**src/rtl/imem_load_ctrl_pkg.sv**
```systemverilog
// rtl/imem_load_ctrl_pkg.sv - shared state encoding and constants for the instruction ROM loader
package imem_load_ctrl_pkg;

    typedef enum logic [1:0] {
        ST_RUN  = 2'd0,
        ST_ARM  = 2'd1,
        ST_RECV = 2'd2,
        ST_DONE = 2'd3
    } load_state_t;

    localparam int          DEFAULT_TIMEOUT_CYCLES = 1_000_000;
    localparam logic [31:0] ZeroWord               = 32'h0000_0000;

endpackage

```
**src/rtl/imem_word_packer.sv**
```systemverilog
// rtl/imem_word_packer.sv - little-endian byte-to-word assembly with zero-pad flush and one-cycle write pulse
module imem_word_packer
    import imem_load_ctrl_pkg::*;
(
    input  logic        clock,
    input  logic        reset,
    input  logic        clear,
    input  logic        accept,
    input  logic [7:0]  data,
    input  logic        flush,
    output logic        wen,
    output logic [31:0] wdata,
    output logic [1:0]  byte_cnt
);

    // Only lanes 0..2 are buffered; the fourth byte goes straight into wdata.
    logic [23:0] lanes;

    always_ff @(posedge clock or negedge reset) begin
        if (!reset) begin
            lanes    <= '0;
            byte_cnt <= 2'd0;
            wen      <= 1'b0;
            wdata    <= ZeroWord;
        end else begin
            wen <= 1'b0;
            if (clear) begin
                lanes    <= '0;
                byte_cnt <= 2'd0;
            end else if (accept) begin
                if (byte_cnt == 2'd3) begin
                    wen      <= 1'b1;
                    wdata    <= {data, lanes};
                    lanes    <= '0;
                    byte_cnt <= 2'd0;
                end else begin
                    case (byte_cnt)
                        2'd0:    lanes[7:0]   <= data;
                        2'd1:    lanes[15:8]  <= data;
                        default: lanes[23:16] <= data;
                    endcase
                    byte_cnt <= byte_cnt + 2'd1;
                end
            end else if (flush && (byte_cnt != 2'd0)) begin
                // Unfilled upper lanes are already zero because lanes is cleared after every write.
                wen      <= 1'b1;
                wdata    <= {8'h00, lanes};
                lanes    <= '0;
                byte_cnt <= 2'd0;
            end
        end
    end

endmodule

```
**src/rtl/imem_load_ctrl.sv**
```systemverilog
// rtl/imem_load_ctrl.sv - instruction ROM port owner: CPU fetch pass-through or UART word loader (IMEM_LOAD_CHECKSUM_EN adds checksum)
module imem_load_ctrl
    import imem_load_ctrl_pkg::*;
#(
    parameter int ADDR_W         = 14,
    parameter int TIMEOUT_CYCLES = DEFAULT_TIMEOUT_CYCLES
) (
    input  logic              clock,
    input  logic              reset,
    input  logic              load_req,
    input  logic              rx_valid,
    input  logic [7:0]        rx_data,
    input  logic [ADDR_W-1:0] cpu_addr,
    output logic [ADDR_W-1:0] rom_addr,
    output logic              rom_wen,
    output logic [31:0]       rom_wdata,
    output logic              cpu_hold,
    output logic              load_done,
    output logic [ADDR_W:0]   word_count,
    output logic [31:0]       checksum
);

    localparam int                IDLE_W    = $clog2(TIMEOUT_CYCLES + 1);
    localparam logic [ADDR_W-1:0] LAST_ADDR = '1;

    load_state_t       state_q, state_d;
    logic [ADDR_W-1:0] wr_ptr;
    logic [IDLE_W-1:0] idle_cnt;
    logic [1:0]        byte_cnt;
    logic              start, timeout, accept, flush, full_write;

    assign start      = (state_q == ST_RUN) && load_req;
    assign timeout    = (state_q == ST_RECV) && (idle_cnt == IDLE_W'(TIMEOUT_CYCLES));
    // Bytes are refused once the timeout hits so the flush cycle cannot be disturbed.
    assign accept     = rx_valid && load_req &&
                        ((state_q == ST_ARM) || ((state_q == ST_RECV) && !timeout));
    assign flush      = timeout && load_req;
    assign full_write = rom_wen && (wr_ptr == LAST_ADDR);

    assign cpu_hold  = (state_q != ST_RUN);
    assign load_done = (state_q == ST_DONE);
    assign rom_addr  = cpu_hold ? wr_ptr : cpu_addr;

    imem_word_packer u_packer (
        .clock    (clock),
        .reset    (reset),
        .clear    (start),
        .accept   (accept),
        .data     (rx_data),
        .flush    (flush),
        .wen      (rom_wen),
        .wdata    (rom_wdata),
        .byte_cnt (byte_cnt)
    );

    always_ff @(posedge clock or negedge reset) begin
        if (!reset) state_q <= ST_RUN;
        else        state_q <= state_d;
    end

    always_comb begin
        state_d = state_q;
        case (state_q)
            ST_RUN:  if (load_req) state_d = ST_ARM;
            ST_ARM: begin
                if (!load_req)     state_d = ST_RUN;
                else if (rx_valid) state_d = ST_RECV;
            end
            ST_RECV: begin
                // A partial-word flush stays in RECV for its write cycle; byte_cnt is 0 afterwards.
                if (!load_req || full_write || (timeout && (byte_cnt == 2'd0)))
                    state_d = ST_DONE;
            end
            ST_DONE: if (!load_req) state_d = ST_RUN;
            default: state_d = ST_RUN;
        endcase
    end

    always_ff @(posedge clock or negedge reset) begin
        if (!reset) begin
            wr_ptr     <= '0;
            word_count <= '0;
            idle_cnt   <= '0;
        end else if (start) begin
            wr_ptr     <= '0;
            word_count <= '0;
            idle_cnt   <= '0;
        end else begin
            if (rom_wen) begin
                wr_ptr     <= wr_ptr + ADDR_W'(1);
                word_count <= word_count + (ADDR_W + 1)'(1);
            end
            if (state_q == ST_ARM) begin
                idle_cnt <= '0;
            end else if ((state_q == ST_RECV) && !timeout) begin
                idle_cnt <= rx_valid ? '0 : idle_cnt + IDLE_W'(1);
            end
        end
    end

`ifdef IMEM_LOAD_CHECKSUM_EN
    always_ff @(posedge clock or negedge reset) begin
        if (!reset)       checksum <= ZeroWord;
        else if (start)   checksum <= ZeroWord;
        else if (rom_wen) checksum <= checksum + rom_wdata;
    end
`else
    assign checksum = ZeroWord;
`endif

endmodule
```
**config.mk**
```make
export PLATFORM = sky130hd
export DESIGN_NAME = imem_load_ctrl
export DESIGN_NICKNAME = d
export VERILOG_FILES = /design/src/rtl/imem_load_ctrl_pkg.sv /design/src/rtl/imem_word_packer.sv /design/src/rtl/imem_load_ctrl.sv
export SDC_FILE = /design/constraint.sdc
export NUM_CORES = 1
export LEC_CHECK = 0
export BUFFER_PORTS_ARGS = -buffer_cell sky130_fd_sc_hd__buf_4
export CAP_MARGIN = 0
export CORE_MARGIN = 10
export CORE_UTILIZATION = 56
export CTS_BUF_LIST = sky130_fd_sc_hd__clkbuf_2 sky130_fd_sc_hd__clkbuf_4 sky130_fd_sc_hd__clkbuf_8
export CTS_CLUSTER_DIAMETER = 150
export DETAILED_ROUTE_END_ITERATION = 12
export PLACE_DENSITY = 0.82
export SLEW_MARGIN = 20
export SYNTH_ARGS = -nofsm -noshare
export SYNTH_HDL_FRONTEND = slang
export SYNTH_SLANG_ARGS = --single-unit
```
**constraint.sdc**
```tcl
create_clock -name clock -period 3.1 [get_ports clock]
set_input_delay 0.31 -clock clock [delete_from_list [all_inputs] [get_ports clock]]
set_output_delay 0.31 -clock clock [all_outputs]
set_load 0.03 [all_outputs]
```
After elaboration in Yosys (flattened, before gate mapping):

Cells that the tools add are included.

* add/sub/neg operators: 4
* eq/ne operators: 15
* muxes and demuxes: 33
* bitwise gates (word level): 1
* reductions and logical operators: 28

Operators by type and width (count)
* two-way mux 24 bit: 4
* two-way mux 32 bit: 3
* two-way mux 20 bit: 4
* two-way mux 14 bit: 3
* two-way mux 15 bit: 2
* two-way mux 8 bit: 3
* adder 20 x 1 -> 20 bit, second input constant: 1
* == test 20 bit, second input constant: 1
* two-way mux 2 bit: 9
* adder 15 x 1 -> 15 bit, second input constant: 1
* adder 14 x 1 -> 14 bit, second input constant: 1
* == test 14 bit, second input constant: 1
* logical AND 1 bit: 9
* != test 4 x 2 -> 1 bit, second input constant: 2
* one-hot mux 2 bit (4 select lines): 1
* nonzero test 2 bit: 4
* == test 2 bit, second input constant: 3
* AND reduction 2 bit: 3
* nonzero test 3 bit: 2
* == test 2 x 1 -> 1 bit, second input constant: 2
* zero test 2 bit: 2
* two-way mux 1 bit: 4
* != test 2 x 1 -> 1 bit, second input constant: 2
* != test 2 bit, second input constant: 2
* 9 further kinds: 12

* logic and storage cells: 91
* output and inout bits: 96
* register bits after elaboration: 110
* input port bits: 26

Logic depth before layout (Yosys ltp):

Gate-level depths: netlist (run 1).

* depth in word-level cells: 8
* gate-level depth with buffers: 9
* gate-level depth less buffers: 7

Modules after synthesis:

From an unflattened synthesis (run 1), not the netlist that was laid out.

* cells, all modules: 520
* area, all modules: 5604.1 um2

Modules (own cells, without submodules)
* imem_load_ctrl: area an instance 3114.2 um2, times used 1, cells each 349
* imem_word_packer: area an instance 2489.9 um2, times used 1, cells each 171

Worst setup path before layout (run 1):

No wires, ideal clock.

* kind: register to register
* from: register idle_cnt[2]
* to: register u_packer.wdata[10]
* path buffers: 2
* setup slack: 820 ps
* arrival: 2155 ps
* stages on the path, launching flop included: 8
* setup time: 125 ps
* path through: dfrtp_1 or4b_4 or2_2 nor2_1 a22o_1 buf_6 buf_12 mux2_4

* word-level cells in the longest chain between the ends: 8
* elaborated cells on any way between the ends: 12

RTL lines
* start: declaration: RTL line imem_load_ctrl.sv:28 `logic [IDLE_W-1:0] idle_cnt;`
* start signal: assignment: RTL line imem_load_ctrl.sv:96 `idle_cnt <= rx_valid ? '0 : idle_cnt + IDLE_W'(1);`
* == test 20 bit *: RTL line imem_load_ctrl.sv:33 `assign timeout = (state_q == ST_RECV) && (idle_cnt == IDLE_W'(TIMEOUT_CYCLES));`
* logical AND 1 bit *: RTL line imem_load_ctrl.sv:33
* zero test 1 bit: RTL line imem_load_ctrl.sv:36 `((state_q == ST_ARM) || ((state_q == ST_RECV) && !timeout));`
* logical AND 1 bit: RTL line imem_load_ctrl.sv:36
* logical OR 1 bit: RTL line imem_load_ctrl.sv:36
* logical AND 1 bit: RTL line imem_load_ctrl.sv:35 `assign accept = rx_valid && load_req &&`
* != test 2 x 1 -> 1 bit (no line) / nonzero test 2 bit (equally long branches)
* AND reduction 3 bit (no line)
* end signal: assignment: RTL line imem_word_packer.sv:24 `wdata <= ZeroWord;`
* end signal: assignment: RTL line imem_word_packer.sv:33 `wdata <= {data, lanes};`
* end signal: assignment: RTL line imem_word_packer.sv:47 `wdata <= {8'h00, lanes};`
* end: declaration: RTL line imem_word_packer.sv:12 `output logic [31:0] wdata,`

Mark *: on every way between the ends. The rest lies on a longest branch, timed or not.
A chain may end at the register's enable or synchronous reset.

Worst setup path after layout (run 1):

* from: register state_q[0]
* to: register u_packer.wdata[5]

* word-level cells in the longest chain between the ends: 8
* elaborated cells on any way between the ends: 16

RTL lines
* start: declaration: RTL line imem_load_ctrl.sv:26 `load_state_t state_q, state_d;`
* start signal: assignment: RTL line imem_load_ctrl.sv:58 `else state_q <= state_d;`
* == test 2 bit: RTL line imem_load_ctrl.sv:33, imem_load_ctrl.sv:36
* logical AND 1 bit: RTL line imem_load_ctrl.sv:33
* zero test 1 bit: RTL line imem_load_ctrl.sv:36
* logical AND 1 bit: RTL line imem_load_ctrl.sv:36
* logical OR 1 bit: RTL line imem_load_ctrl.sv:36
* logical AND 1 bit: RTL line imem_load_ctrl.sv:35
* != test 2 x 1 -> 1 bit (no line) / nonzero test 2 bit (equally long branches)
* AND reduction 3 bit (no line)

Parallel ways exist; a longest one is shown, timed or not.

==> metrics.md, run 1 <==
| Metric | Value |
|---|---|
| Crit path max fanout | `13` |
| P&R area growth vs syn | `14.3%` |
| Synth Area per Inst | `approximately 11 µm²` |
| Largest family of logic cells by synthesized area | `simple AND/OR/NAND/NOR gates` |
| Fin. Hold Viols | `63` |
| CTS Buf Count | `9` |
| Largest net degree at the start of global routing | `86` |
| WL per Instance | `16.9 µm` |
| Tightest Pin Transition | `about 0.99 ns` |
| Clock-pin slew on the worst setup and hold paths | `0.11 ns` |
| Postcts setup bufs | `0` |
| Routability Congestion | `0.899` |
| Fill count | `781` |
| Initial DRC count | `347` |
| DRC | `0` |
| Post_cts resized | `0` |
| Data arrival, critical path | `2.99 ns` |
| # H-tree levels | `3` |
| GRT overflow | `0` |
| Final setup violation count | `0` |
| Status | `finished, violations left` |
| Hold Path Class | `in -> async` |
| Unrepaired setup endpoints after global routing | `false` |
| CTS tree | `done` |
| Synthesized flop and latch total | `110` |
| Adder-Cell Fraction of Synth Area | `1.51%` |
| Yosys warnings | `0` |
| Final max-slew violation count | `0` |
| Yosys cell types | `63` |
| Setup Skew | `around 0.013 ns` |
| Fin crit share | `87.4%` |
| Xor and xnor area share after synthesis | `5.14%` |
| Final Non-Filler Cells | `756` |
| First-pass GRT wire length | `~21 mm` |
| Via density | `between 5 and 6` |
| DIE AREA | `around 15000 µm²` |
| Worst-skew pair later-pin latency | `0.38 ns` |
| Post-Route WL | `12.7 mm` |
| CP endpoint kind | `flop` |
| Total GRT Usage | `approximately 17%` |
| Max Buffers Root-to-Sink | `2` |
| P per Cell Area | `661 nW/µm²` |
| Antenna diode count | `0` |
| Final Critical Period | `2.71 ns` |
| Die Ht | `122 µm` |
| Simple-gate share of the synthesized area | `between 10% and 20%` |
| DP Wirelength | `9.45 mm` |
| Syn Std Cell Area | `5790 µm²` |
| Synth Flop Type | `dfrtp_1` |
| Vias | `4160` |
| Fin nets | `648` |
| Failing checks | `negative hold slack` |
| Sequential share of the synthesized area | `47.5%` |
| R2R cell count | `6` |
| Fin Hold WS | `-0.0593 ns` |
| Cts hold-fix bufs | `0` |
| CTS Sinks | `110` |
| PortBufs | `89` |
| Vias in the first global route | `4300` |
| Row cnt | `37` |
| Slew HR | `33.5%` |
| Core Util, Final | `65.0%` |
| EDFF count, synth | `0` |
| Placed Instances | `740` |
| Antenna violations before repair | `0` |
| Final TNS setup | `0 ns` |
| Ports | `roughly 120` |
| Layout cells sized above 1 | `26.9%` |
| Crit path required time | `3.38 ns` |
| CTS root buffer | `clkbuf_8` |
| Core area | `10200 µm²` |
| Synth Area in Compound Gates | `9.83%` |
| Multiplexer share of the synthesized area | `12.9%` |
| Static leakage | `between 3 and 4 nW` |
| Starting Density | `56.8%` |
| Initial DRT Pass Iterations | `4` |
| Maximum operating frequency | `369 MHz` |
| Die span in x | `approximately 120 µm` |
| Maximum vdd ir drop | `0.000345 V` |
| Routed Antenna Nets | `0` |
| Cells after synthesis | `530` |
| Type of the worst setup path | `reg -> reg` |
| Post-synth ARST share | `100%` |
| Maxcap violations | `0` |
| Startpoint types | `flop` |
## routing by layer
| metal | GRT usage, % | vias to the layer above | wire (µm) |
|---|---|---|---|
| met5 | 0 | - | 0 |
| met4 | 6.63 | 0 | 148 |
| met1 | 21.7 | 2050 | 5460 |
| li1 | - | 1974 | - |
| met2 | 28.8 | 126 | 6240 |
| met3 | 4.16 | 10 | 894 |
## cell families (layout without fill, tap and decap cells)
logic type	after synthesis	in the layout
and+or+nand+nor	168	168
adders and majority gates	7	7
other	1	32
muxes	62	62
DFF	110	110
xor gates and xnor gates	34	34
AOI/OAI and AO/OA	76	76
buffers and inverters	72	131
## per-stage QoR
step / instance area [µm²] / total power, mW / worst slack [ns]
2_1_floorplan: 5910 / 3.06 / 0.820
3_3_place_gp: 6410 / 3.47 / 0.578
3_5_place_dp: 6410 / 3.52 / 0.478
4_1_cts: 6610 / 4.39 / 0.465
5_1_grt: 6620 / 4.63 / 0.158
6_report: 6620 / 4.38 / 0.392
## power breakdown
group	internal, mW	switching (mW)	leakage, nW
Combinational	0.637	0.976	1.52
Clock	0.331	0.555	0.106
Sequential	1.66	0.214	1.48
## registers in the layout, indices dropped and copies added, names as in the netlist, named ones only
name               flops
u_packer.wdata        32
word_count            15
state_q                1
idle_cnt              20
u_packer.byte_cnt      2
u_packer.wen           1
wr_ptr                14
u_packer.lanes        24
## layout by cell type (no fill, tap or decap), drive strengths merged, types with 3 or more instances in the layout
master     n
a21oi     13
a22o       9
a31oi      4
and3       6
and4       5
buf       95
clkbuf     9
conb      32
dfrtp    110
ha         7
inv       25
mux2      36
mux2i     26
nand2     35
nand3     11
nand4     15
nor2      58
nor3       9
nor4       3
o2111ai    4
o21ai     16
o2bb2ai   16
or2        3
or3        6
or4b       3
xnor2     14
xor2      20
## synthesized netlist by cell type (all sizes together), types with 2 or more instances
| library cell | instances | area share, % |
|---|---|---|
| xor2 | 20 | 3.0 |
| dfrtp | 110 | 48 |
| mux2i | 26 | 4.5 |
| clkbuf | 11 | 1.1 |
| o2bb2ai | 16 | 2.4 |
| or2 | 3 | 0.32 |
| inv | 20 | 1.3 |
| xnor2 | 14 | 2.1 |
| or4b | 3 | 0.58 |
| nor4 | 3 | 0.32 |
| and2b | 2 | 0.30 |
| nand4 | 15 | 1.6 |
| ha | 7 | 1.5 |
| nor2 | 58 | 3.8 |
| a22o | 9 | 1.4 |
| and4 | 5 | 0.76 |
| a31oi | 4 | 0.43 |
| a21oi | 13 | 1.2 |
| buf | 41 | 5.8 |
| nand2 | 35 | 2.3 |
| a211oi | 2 | 0.26 |
| or4 | 2 | 0.26 |
| or3 | 6 | 0.65 |
| o21ai | 16 | 1.7 |
| mux2 | 36 | 8.4 |
| nand3 | 11 | 0.95 |
| nor3 | 9 | 0.97 |
| and3 | 6 | 0.65 |
| o2111ai | 4 | 0.61 |
| a21o | 2 | 0.26 |
| and2 | 2 | 0.24 |
## worst max-delay path, stage by stage (launching register included)
cell     delay [ns]
dfrtp_1        0.51
nor2b_1        0.51
o21ai_0        0.24
a21oi_2        0.39
a22o_2         0.37
buf_4          0.26
mux2_4         0.31
## cell type report
class	instances	area, µm²	area share, %
clock inverter	7	83.8	1.27
multi-input combinational	379	2680	40.5
clock buffer	9	124	1.87
timing repair buffer	95	729	11.0
sequential	110	2750	41.6
inverter	20	75.1	1.13
tap	136	170	2.57
## worst paths after layout
check                                           to  slack [ns]              start
worst max-delay path             u_packer.wdata[5]        0.39         state_q[0]
worst min-delay path            u_packer.wdata[27]       -0.06              reset
worst max register to register   u_packer.wdata[5]        0.39         state_q[0]
worst min register to register   u_packer.lanes[2]        0.52  u_packer.lanes[2]
max in group asynchronous                wr_ptr[0]        2.47              reset
min in group clock               u_packer.lanes[4]        0.19         rx_data[4]
No activity file was read; power rests on OpenSTA's default activity.
==> run 2: changes to the inputs <==
ABC_AREA = 1   (was unset)
CELL_PAD_IN_SITES_DETAIL_PLACEMENT = 2   (was unset)
CELL_PAD_IN_SITES_GLOBAL_PLACEMENT = 2   (was unset)
CORE_UTILIZATION = 32   (was 56)
PLACE_DENSITY = unset   (was 0.82)
PLACE_DENSITY_LB_ADDON = 0.1   (was unset)
==> metrics.md, run 2 <==
| Metric | Value |
|---|---|
| Status | `completed` |
| CTS root buffer | `clkbuf_8` |
| Final Critical Period | `2.53 ns` |
| Maximum vdd ir drop | `0.000369 V` |
| Total GRT Usage | `16.1%` |
| Sw Ratio | `44.3%` |
| Synth area leader | `dfrtp_1` |
| DP Wirelength | `14.8 mm` |
| Via density | `between 4 and 5` |
| # H-tree levels | `3` |
| Post-synth ARST share | `100%` |
| Final max-slew violation count | `0` |
| Setup Skew | `0.0195 ns` |
| Starting Density | `about a third` |
| Clock share of power | `20.6%` |
| P per Cell Area | `628 nW/µm²` |
| Row cnt | `49` |
| Die Ht | `approximately 160 µm` |
| PortBufs | `89` |
| Type of the worst setup path | `reg -> reg` |
| Synth Area per Inst | `7.61 µm²` |
| Uppermost routed layer | `met4` |
| Synth top area cells | `dfrtp_1, nand2_1, nand3_1, buf_4, nor2_1` |
| GRT overflow | `0` |
| Commonest cells after routing, fill and taps aside | `nand2_1, dfrtp_1, nand3_1, buf_4, nor2_1` |
| Logic pwr share | `38.2%` |
| Cells after synthesis | `773` |
| Antenna diode count | `0` |
| Met1 wire length | `slightly below 9 mm` |
| CTS Sinks | `between 100 and 150` |
| Antenna violations before repair | `0` |
| Routability Congestion | `0.799` |
| Simple-gate share of the synthesized area | `33.2%` |
| DIE AREA | `24200 µm²` |
| Synthesized flop and latch total | `110` |
| Die span in x | `156 µm` |
| Maxcap violations | `0` |
| Largest family of logic cells by synthesized area | `simple AND/OR/NAND/NOR gates` |
| Vias in the first global route | `6136` |
| Reg2reg setup slack | `0.57 ns` |
| EDFF count, synth | `0` |
| Xor and xnor area share after synthesis | `less than 1%` |
| Hold Path Class | `in -> reg` |
| Vias | `roughly 5400` |
| Core area | `18000 µm²` |
| Biggest register | `u_packer.wdata` |
| Layout cells sized above 1 | `15.6%` |
| Slew HR | `around 54%` |
| DRC | `0` |
| Sw power | `1.91 mW` |
| Fin crit share | `between 80% and 90%` |
| Post-Route WL | `19.3 mm` |
| Cell Area, Placed | `6660 µm²` |
| Clock-pin slew on the worst setup and hold paths | `~0.12 ns` |
| Static leakage | `approximately 3.6 nW` |
| Worst-skew pair later-pin latency | `0.40 ns` |
| CTS Buf Count | `9` |
| Fin. Hold Viols | `0` |
| Routed Antenna Nets | `0` |
| DR WL met3 | `879 µm` |
| Biggest regs | `u_packer.wdata (32), u_packer.lanes (24), idle_cnt (20)` |
| Sequential share of the synthesized area | `46.8%` |
| Largest net degree at the start of global routing | `65` |
| Tightest Pin Transition | `0.685 ns` |
| Max Buffers Root-to-Sink | `2` |
| First-pass GRT wire length | `between 30 and 40 mm` |
| Syn Std Cell Area | `between 5000 and 6000 µm²` |
| Synth top cells by count | `nand2_1, dfrtp_1, nand3_1, nor2_1, inv_1` |
| WL per Instance | `17.7 µm` |
| Final TNS setup | `0 ns` |
| Multiplexer share of the synthesized area | `0%` |
| Post-route cell area | `just under 7000 µm²` |
| Yosys cell types | `42` |
| Data arrival, critical path | `2.87 ns` |
| Initial DRC count | `around 240` |
| Fin nets | `slightly below 900` |
| Unrepaired setup endpoints after global routing | `false` |
| Final setup violation count | `0` |
| Top-count cell post-synth | `nand2_1` |
| Postcts setup bufs | `0` |
| Adder-Cell Fraction of Synth Area | `approximately 1.5%` |
| Crit path max fanout | `25` |
| CP endpoint kind | `flop` |
| Yosys warnings | `0` |
| Max reg flops | `32` |
| Crit path required time | `3.44 ns` |
| Maximum operating frequency | `395 MHz` |
| Synth Flop Type | `dfrtp_1` |
| WL met2 | `9.26 mm` |
| Internal | `2.40 mW` |
| Synth Area in Compound Gates | `7.47%` |
| CTS tree | `done` |
| Ports | `between 100 and 150` |
| Initial DRT Pass Iterations | `4` |
| Yosys top cell area share | `46.8%` |
| Most common cell after layout, fill and taps aside | `nand2_1` |
| Startpoint types | `flop` |
| Flop pwr share | `between 40% and 50%` |
| P&R area growth vs syn | `16.7%` |
## run 2: cell count changes after synthesis, moves of 15 or more
cell / previous run / this run
nand2_1: 35 / 223
nand3_1: 11 / 99
inv_1: 20 / 65
mux2i_1: 26 / 0
o21ai_0: 12 / 38
mux2_4: 21 / 0
xor2_1: 20 / 3
o2bb2ai_1: 16 / 0
mux2_2: 15 / 0
## run 2: worst max-delay path, cell delays in order (launching register included)
cell	delay, ns
dfrtp_1	0.43
inv_1	0.11
ha_1	0.23
nand3_1	0.10
nor2_2	0.05
nand3_2	0.10
nand2_2	0.09
a21oi_2	0.49
nand2_1	0.23
nand2_2	0.43
nand2_1	0.13
nand2_1	0.09
## run 2: logic make-up after synthesis
logic type | count (synthesis)
flip-flops | 110
AND/OR/NAND/NOR | 448
AO/OA/AOI/OAI | 80
buffers and inverters | 124
XOR/XNOR | 3
other | 1
adder cells (fa/ha/maj) | 7
## run 2: timing repair
action,CTS,global route
resized for setup,0,0
hold buffers,1,0
hold endpoints to repair,46,0
endpoints found under the setup margin,0,0
## run 2: through the flow
| step | power (mW) | setup slack [ns] | std cells | hold WS [ns] | util, % |
|---|---|---|---|---|---|
| after global routing | 4.65 | 0.228 | 1092 | 0.205 | 38.1 |
| after detailed placement | 3.48 | 0.502 | 1075 | 0.397 | 36.9 |
| after CTS | 4.41 | 0.498 | 1092 | 0.176 | 38.1 |
| after global placement | 3.41 | 0.734 | 1075 | 0.384 | 36.9 |
| final | 4.31 | 0.571 | 1092 | 0.191 | 38.1 |
| after floorplan | 2.89 | 1.30 | 804 | 0.0144 | - |
## run 2: final cells by class
cell class | instances | area [µm²]
clock buffer | 10 | 131
clock inverter | 6 | 60.1
fill | 2142 | 11200
inverter | 70 | 263
multi-input combinational | 570 | 2620
sequential | 110 | 2750
tap | 229 | 287
timing repair buffer | 97 | 743
## run 2: routing by layer
metal | up-vias | track usage (%)
met5 | - | 0
met4 | 0 | 4.32
met3 | 14 | 3.36
met2 | 102 | 27.6
met1 | 2657 | 20.2
li1 | 2606 | -
## run 2: path summary, 6_finish.rpt
check / from / endpoint / depth (start not counted)
setup / recovery: idle_cnt[0] / u_packer.wdata[21] / 11
hold / removal: rx_data[4] / u_packer.wdata[28] / 3
setup reg to reg: idle_cnt[0] / u_packer.wdata[21] / 11
hold reg to reg: u_packer.lanes[17] / u_packer.wdata[17] / 2
max in group asynchronous: reset / u_packer.lanes[17] / 3
min in group asynchronous: reset / wr_ptr[9] / 2
## run 2: power groups by stage
stage	Combinational, mW	Sequential, mW	Clock [mW]
finish	1.65	1.77	0.890
global route	1.85	1.81	0.997
CTS	1.70	1.77	0.935
detailed placement	1.68	1.80	0
global placement	1.61	1.79	0
floorplan	1.01	1.88	0
